`config.mk`:
```
export PLATFORM = sky130hd
export DESIGN_NAME = instruction_fetch_stage_flat
export DESIGN_NICKNAME = d
export VERILOG_FILES = /design/src/rtl/riscv_pkg.sv /design/src/rtl/instruction_fetch_stage_if.sv /design/src/rtl/instruction_fetch_stage_pc_select.sv /design/src/rtl/instruction_fetch_stage.sv /design/src/flat_wrapper.sv
export SDC_FILE = /design/constraint.sdc
export NUM_CORES = 1
export LEC_CHECK = 0
export BUFFER_PORTS_ARGS = -buffer_cell sky130_fd_sc_hd__buf_2
export CORE_MARGIN = 1
export CORE_UTILIZATION = 53
export CTS_CLUSTER_SIZE = 8
export DETAILED_ROUTE_END_ITERATION = 8
export GPL_TIMING_DRIVEN = 0
export PLACE_DENSITY = 0.88
export SYNTH_ARGS = -nofsm -noshare
export SYNTH_HDL_FRONTEND = slang
export SYNTH_SLANG_ARGS = --single-unit
```
`constraint.sdc`:
```
create_clock -name clk -period 5.3 [get_ports clk]
set_input_delay 0.795 -clock clk [delete_from_list [all_inputs] [get_ports clk]]
set_output_delay 0.795 -clock clk [all_outputs]
set_load 0.01 [all_outputs]
```
`src/rtl/riscv_pkg.sv`:
```
// Shared constants and pipeline-register records for the RISC-V pipelined core.
// The IF/ID record layout is the template that the later pipeline registers follow.
package riscv_pkg;

    localparam int          XLEN      = 64;
    localparam logic [31:0] NOP_INSTR = 32'h0000_0013;
    localparam logic [63:0] RESET_PC  = 64'h0;

    typedef struct packed {
        logic [XLEN-1:0] pc;
        logic [31:0]     instruction;
        logic            valid;
    } if_id_t;

    // What the fetch stage does on the coming edge, in priority order.
    typedef enum logic [1:0] {
        ACT_REDIRECT = 2'd0,
        ACT_STALL    = 2'd1,
        ACT_FETCH    = 2'd2,
        ACT_WAIT     = 2'd3
    } fetch_action_t;

endpackage

```
`src/rtl/instruction_fetch_stage_if.sv`:
```
// Instruction-memory bus between the fetch stage (master) and instruction memory (slave).
interface instruction_fetch_stage_if;
    import riscv_pkg::*;

    logic [XLEN-1:0] imem_addr;
    logic            imem_req;
    logic [31:0]     imem_rdata;
    logic            imem_valid;

    modport master (
        output imem_addr,
        output imem_req,
        input  imem_rdata,
        input  imem_valid
    );

    modport slave (
        input  imem_addr,
        input  imem_req,
        output imem_rdata,
        output imem_valid
    );

endinterface

```
`src/rtl/instruction_fetch_stage_pc_select.sv`:
```
// Combinational next-PC selection: redirect beats stall beats fetch beats wait.
module pc_select
    import riscv_pkg::*;
(
    input  logic [XLEN-1:0] pc,
    input  logic            branch_taken,
    input  logic [XLEN-1:0] branch_target,
    input  logic            stall,
    input  logic            imem_valid,
    output logic [XLEN-1:0] next_pc,
    output fetch_action_t   action,
    output logic            misaligned
);

    logic [XLEN-1:0] aligned_target;
    logic [XLEN-1:0] seq_pc;

    assign aligned_target = {branch_target[XLEN-1:2], 2'b00};
    // Natural XLEN-bit overflow gives the required wrap from the top word to 0.
    assign seq_pc         = pc + XLEN'(4);

    always_comb begin
        next_pc    = pc;
        action     = ACT_WAIT;
        misaligned = 1'b0;
        if (branch_taken) begin
            next_pc    = aligned_target;
            action     = ACT_REDIRECT;
            misaligned = |branch_target[1:0];
        end else if (stall) begin
            action = ACT_STALL;
        end else if (imem_valid) begin
            next_pc = seq_pc;
            action  = ACT_FETCH;
        end
    end

endmodule

```
`src/rtl/instruction_fetch_stage.sv`:
```
// Fetch stage of the pipelined core: owns the PC, drives instruction memory and
// holds the IF/ID pipeline register consumed by decode and the immediate generator.
module instruction_fetch_stage
    import riscv_pkg::*;
#(
    parameter logic [XLEN-1:0] RESET_PC  = riscv_pkg::RESET_PC,
    parameter logic [31:0]     NOP_INSTR = riscv_pkg::NOP_INSTR
) (
    input  logic                       clk,
    input  logic                       reset,
    input  logic                       stall,
    input  logic                       branch_taken,
    input  logic [XLEN-1:0]            branch_target,
    instruction_fetch_stage_if.master  imem,
    output logic [XLEN-1:0]            if_id_pc,
    output logic [31:0]                if_id_instruction,
    output logic                       if_id_valid,
    output logic                       fetch_misaligned
);

    logic [XLEN-1:0] pc_reg;
    logic [XLEN-1:0] pc_next;
    if_id_t          if_id_reg;
    logic            misaligned_reg;
    logic            misaligned_next;
    fetch_action_t   action;

    // A flushed or empty slot always carries the NOP so decode never sees stale bits.
    localparam if_id_t BUBBLE = '{pc: '0, instruction: NOP_INSTR, valid: 1'b0};

    pc_select u_pc_select (
        .pc            (pc_reg),
        .branch_taken  (branch_taken),
        .branch_target (branch_target),
        .stall         (stall),
        .imem_valid    (imem.imem_valid),
        .next_pc       (pc_next),
        .action        (action),
        .misaligned    (misaligned_next)
    );

    always_ff @(posedge clk) begin
        if (reset) begin
            pc_reg         <= RESET_PC;
            if_id_reg      <= BUBBLE;
            misaligned_reg <= 1'b0;
        end else begin
            pc_reg         <= pc_next;
            misaligned_reg <= misaligned_next;
            case (action)
                ACT_REDIRECT: if_id_reg <= BUBBLE;
                ACT_STALL:    if_id_reg <= if_id_reg;
                ACT_FETCH:    if_id_reg <= '{pc: pc_reg, instruction: imem.imem_rdata, valid: 1'b1};
                default:      if_id_reg <= BUBBLE;
            endcase
        end
    end

    assign imem.imem_addr    = pc_reg;
    assign imem.imem_req     = !reset && !stall;
    assign if_id_pc          = if_id_reg.pc;
    assign if_id_instruction = if_id_reg.instruction;
    assign if_id_valid       = if_id_reg.valid;
    assign fetch_misaligned  = misaligned_reg;

endmodule

```
`src/flat_wrapper.sv`:
```
// flat-port wrapper written by rule: the top's interface ports become plain ports
module instruction_fetch_stage_flat import riscv_pkg::*;
#(
    parameter logic [XLEN-1:0] RESET_PC  = riscv_pkg::RESET_PC,
    parameter logic [31:0]     NOP_INSTR = riscv_pkg::NOP_INSTR
)
  (clk, reset, stall, branch_taken, branch_target, if_id_pc, if_id_instruction, if_id_valid, fetch_misaligned, imem_imem_addr, imem_imem_req, imem_imem_rdata, imem_imem_valid);
  instruction_fetch_stage_if imem_i ();
  input  logic clk;
  input  logic reset;
  input  logic stall;
  input  logic branch_taken;
  input  logic [XLEN-1:0] branch_target;
  output logic [XLEN-1:0] if_id_pc;
  output logic [31:0] if_id_instruction;
  output logic if_id_valid;
  output logic fetch_misaligned;
  output wire logic [$bits(imem_i.imem_addr)-1:0] imem_imem_addr;
  output wire logic [$bits(imem_i.imem_req)-1:0] imem_imem_req;
  input wire logic [$bits(imem_i.imem_rdata)-1:0] imem_imem_rdata;
  input wire logic [$bits(imem_i.imem_valid)-1:0] imem_imem_valid;
  assign imem_imem_addr = imem_i.imem_addr;
  assign imem_imem_req = imem_i.imem_req;
  assign imem_i.imem_rdata = imem_imem_rdata;
  assign imem_i.imem_valid = imem_imem_valid;
  instruction_fetch_stage #(.RESET_PC(RESET_PC), .NOP_INSTR(NOP_INSTR)) u_core (.clk(clk), .reset(reset), .stall(stall), .branch_taken(branch_taken), .branch_target(branch_target), .imem(imem_i), .if_id_pc(if_id_pc), .if_id_instruction(if_id_instruction), .if_id_valid(if_id_valid), .fetch_misaligned(fetch_misaligned));
endmodule
```
# ---- Yosys cells after proc, flatten, opt, wreduce, memory -nomap -nowiden
# Index checks and enable logic that the tools add are counted.
# Widths: inputs -> output; s select.
dict set report classes {
  n_addsub 1
  n_mul 0
  div_mod_pow 0
  n_lt_le_gt_ge 0
  n_eq_ne 3
  shifts 0
  n_mux 7
  bitwise_logic 2
  n_reduce_logical 9
}
# op count
set ops {}
lappend ops {{$pmux 97 s2} 1}
lappend ops {{$mux 64} 3}
lappend ops {{$add 64x3->64 const B} 1}
lappend ops {{$reduce_or 2->1} 3}
lappend ops {{$mux 2} 2}
lappend ops {{$reduce_and 2->1} 2}
lappend ops {{$eq 2x1->1 const B} 1}
lappend ops {{$eq 2x2->1 const B} 1}
lappend ops {{$logic_not 1->1} 2}
lappend ops {{$ne 2x1->1 const B} 1}
lappend ops {{$not 1->1} 2}
lappend ops {{$reduce_bool 2->1} 1}
lappend ops {{$logic_and 1x1->1} 1}
lappend ops {{$mux 1} 1}
dict set report word_totals {
  register_bits 162
  latchBits 0
  ram_bits 0
  romBits 0
  in_bits 101
  output_inout_bits 163
  word_cells 28
  n_memories 0
}

# ---- Logic depth before layout (Yosys ltp)
dict set report logic_depth {
  depth_word 5
  ltp_mapped 8
  depth_no_buf 6
}

# ---- By module
# From an unflattened synthesis, not the netlist that was laid out.
dict set report unflattened {
  hier_cells 936
  area_unflattened_um2 8159.1
}
# module n_inst cells_each area_each_um2 seq_area_each_um2
set by_module_without_submodules {}
lappend by_module_without_submodules {instruction_fetch_stage 1 568 6014.5 3243.1}
lappend by_module_without_submodules {pc_select 1 368 2144.6 0.0}

# ---- Worst setup path before layout
# OpenSTA, ideal clock, no wires.
dict set report synth_timing {
  path_kind {input-to-reg}
  start {input port stall}
  end {register u_core.pc_reg[52] (netlist: u_core.imem.imem_addr[52])}
  setup_ps 91
  t_arrival_ps 2680
  required_ps 5209
  path_slack_ps 2529
  stages 6
  path_buffers 1
  cell_sequence {nand2b_1 or4_1 clkbuf_1 or3_4 or4_1 a311oi_1}
}
dict set report synth_between {
  elab_chain_cells 2
}
# item line
set synth_lines {}
lappend synth_lines {{start, declared} flat_wrapper.sv:11} ;# input logic stall;
lappend synth_lines {{$ne 2x1->1 (no source line)} n/a}
lappend synth_lines {{$reduce_and 2->1 (no source line)} n/a}
lappend synth_lines {{end signal, assigned} instruction_fetch_stage.sv:48} ;# pc_reg <= pc_next;
lappend synth_lines {{end, declared} instruction_fetch_stage.sv:21} ;# logic [XLEN-1:0] pc_reg;
# No other way between the ends.
# A chain may end at the register's enable or synchronous reset.

# ---- Final worst setup path
dict set report layout_timing {
  start {input port reset}
  end {output port imem_imem_req}
}
dict set report layout_between {
  elab_chain_cells 2
}
# item line
set layout_lines {}
lappend layout_lines {{start, declared} flat_wrapper.sv:10} ;# input logic reset;
lappend layout_lines {{$logic_not 1->1} instruction_fetch_stage.sv:60} ;# assign imem.imem_req = !reset && !stall;
lappend layout_lines {{$logic_and 1x1->1} instruction_fetch_stage.sv:60}
lappend layout_lines {{end, declared} flat_wrapper.sv:19} ;# output wire logic [$bits(imem_i.imem_req)-1:0] imem_imem_req;
# No other way between the ends.

==> impl_metrics.csv <==
group,metric,value,unit
outcome,status,"complete, no violations",
timing,layout_setup_ws,2040,ps
layout,mostFrequentLayoutCell,"buf_2",
layout,diodes,0,
clock_tree,path_clk_slew,70,ps
worst_setup_path,slowest_delay,580,ps
routing,ant_nets,0,
timing,setup_tns,0,ps
floorplan,die_w,117,um
power,p_per_area,311,mW/mm2
synthesis,postSynthCellCount,833,
synthesis,ys_warn_count,0,
clock_tree,cts_resized,0,
timing,setup_viol,0,
clock_tree,cts_max_path_buffers,2,
global_route,grt_pass1_vias,7079,
floorplan,ioPinCount,264,
timing,hold_viol,0,
synthesis,ys_seq_area_share,44.9,%
clock_tree,clkSinkCount,158,
layout,drive_gt1_share,27.7,%
routing,routed_wl,23800,um
timing,whs,461,ps
layout,final_cell_mix,"buf_2 (262), dfxtp_1 (158), nor2_1 (156), a22oi_1 (90), clkbuf_1 (62)",
layout,fillCellCount,1068,
worst_setup_path,cp_max_fo,10,
clock_tree,cts_tree,"done",
clock_tree,cts_hold_buf,0,
routing,drt_pass1_iterations,5,
worst_setup_path,cp_slowest_cell,"clkbuf_1",
synthesis,synth-main-ff-cell,"dfxtp_1",
clock_tree,insertion_delay,440,ps
routing,drc,0,
floorplan,start_util,55.1,%
timing,fmax,307,MHz
synthesis,synth-seq-cells,158,
routing,drt_first_iter_violations,705,
timing,fin_crit,3260,ps
routing,via_per_inst,5.96,
job,drv_cap,0,
global_route,grt_pass1_wl,36100,um
power,p_leak,3.80,nW
placed_design,dpl.hpwl,17100,um
floorplan,die-area,0.0137,mm2
timing,rsz0062_at_grt,"no",
global_route,antenna_found_initial,0,
routing,num_vias,7725,
layout,stdcell_count,1297,
worst_setup_path,cp_common_cell,"clkbuf_1",
synthesis,netlist_area,0.00704,mm2
synthesis,async_flop_share,0,%
timing,max_slew_margin,24.1,%
placed_design,post-place-ws,2080,ps
power,ir_worst_vdd,274,uV
worst_setup_path,required,4510,ps
synthesis,postSynthAreaPerCell,8.45,um2
timing,finClkSkew,16.9,ps
worst_setup_path,critPathKind,"in2out",
worst_setup_path,path_cells,"clkbuf_1 > clkbuf_1 > buf_1 > nor2_1 > buf_2",
worst_setup_path,crit_arrival,2460,ps
worst_setup_path,path_buf_inv,4,
layout,nNetsFinal,1214,
worst_setup_path,worstSetupStartpointType,"input port",
synthesis,synth_edf_count,0,
floorplan,die_h,117,um
synthesis,ys_types,56,
placed_design,gp_congestion,0.949,
routing,wl_per_cell,18.3,um
worst_setup_path,endpoint_kind,"primary output",
global_route,track_usage,34.7,%
clock_tree,ctsRootBufferMaster,"clkbuf_16",
placed_design,dpl.cell_count,1265,
global_route,grt_max_degree,17,
worst_hold_path,hp-class,"reg2reg",
clock_tree,numCtsBuffers,17,
timing,slew_viol_final,0,
floorplan,num_rows,41,
worst_setup_path,crit_family,"buffers and inverters",
layout,syn_to_final_growth,30.0,%
clock_tree,post_cts_buffers,0,
placed_design,io_buffers,257,
timing,worstMarginPinSlew,1130,ps
global_route,grt_overflow,0,
timing,timing.final.crit_share,61.5,%
floorplan,coreArea,0.0128,mm2
clock_tree,htreeDepth,4,
where the power goes:
| group | internal [mW] | leakage (nW) | switching [mW] | total [mW] |
|---|---|---|---|---|
| Combinational | 0.116 | 2.23 | 0.171 | 0.287 |
| Sequential | 1.23 | 1.29 | 0.0630 | 1.29 |
| Clock | 0.764 | 0.278 | 0.501 | 1.26 |
| Total | 2.11 | 3.80 | 0.735 | 2.85 |
routing by layer:
| layer | track usage, % | part of all wire [%] |
|---|---|---|
| met1 | 42.7 | 40 |
| met2 | 56.7 | 47 |
| met3 | 9.89 | 9.5 |
| met4 | 14.9 | 3.3 |
| met5 | 0 | 0 |
Yosys cell counts (all sizes together), types with 4 or more instances:
library cell | count | share of area [%]
nand4 | 38 | 3.5
dfxtp | 158 | 45
a311oi | 12 | 1.5
or4 | 14 | 1.6
inv | 7 | 0.37
clkbuf | 62 | 3.4
nand4b | 4 | 0.50
nand3 | 24 | 2.0
a31oi | 6 | 0.53
o21ai | 9 | 0.64
a21oi | 10 | 0.71
nor3 | 17 | 1.2
nand2 | 58 | 3.1
and3 | 12 | 1.1
xor2 | 16 | 2.0
xnor2 | 17 | 2.1
buf | 13 | 1.0
nor2 | 156 | 8.3
mux2i | 7 | 1.0
a211oi | 23 | 2.5
a22oi | 90 | 9.6
nor4 | 22 | 2.0
o211ai | 4 | 0.43
or3 | 11 | 1.1
o31ai | 5 | 0.53
flip-flops by register name (all words and copies together) (netlist names):
name                      cells
u_core.if_id_pc              62
u_core.fetch_misaligned       1
u_core.if_id_valid            1
u_core.if_id_instruction     32
u_core.imem.imem_addr        62
final cells by class:
type	count	area (um2)	area share, %
buffer	75	307	3.35
inverter	7	26.3	0.287
timing repair buffer	257	1290	14.1
multi-input combinational	596	3550	38.8
clock buffer	22	464	5.07
clock inverter	10	138	1.50
sequential	158	3160	34.6
tap	172	215	2.35
metrics by stage:
stage | total power [mW] | utilization (%) | instance area [um2]
after global routing | 2.93 | 71.7 | 9150
after global placement | 1.59 | 66.9 | 8550
after detailed placement | 1.60 | 66.9 | 8550
after CTS | 2.83 | 71.7 | 9150
after floorplan | 1.46 | - | 7050
final | 2.85 | 71.7 | 9150
worst register-to-register path, cell delays in order (launching register included):
cell and delay (ps):
dfxtp_1 540, ha_1 310, and3b_1 180, clkbuf_1 280
nand4_1 360, or4_4 670, or4_1 420, a311oi_1 260
kinds of logic (layout without fill, tap and decap cells):
| group | after synthesis | in the layout | share of synthesized area, % |
|---|---|---|---|
| AND/OR/NAND/NOR | 375 | 375 | 26.5 |
| XOR/XNOR | 33 | 33 | 4.11 |
| flip-flops | 158 | 158 | 44.9 |
| multiplexers | 7 | 7 | 0.996 |
| other | 1 | 4 | 0.0533 |
| buffers and inverters | 82 | 371 | 4.73 |
| AO/OA/AOI/OAI | 176 | 176 | 18.5 |
| adder cells (fa/ha/maj) | 1 | 1 | 0.178 |
final timing paths:
path,from,end,slack (ps),depth (start not counted)
worst min register to register,u_core.if_id_valid,u_core.if_id_valid,460,2
worst max-delay path,reset,imem_imem_req,2040,5
worst max register to register,u_core.imem.imem_addr[3],u_core.imem.imem_addr[58],2200,7
worst min-delay path,u_core.if_id_valid,u_core.if_id_valid,460,2
No activity file was read; power rests on OpenSTA's default activity.
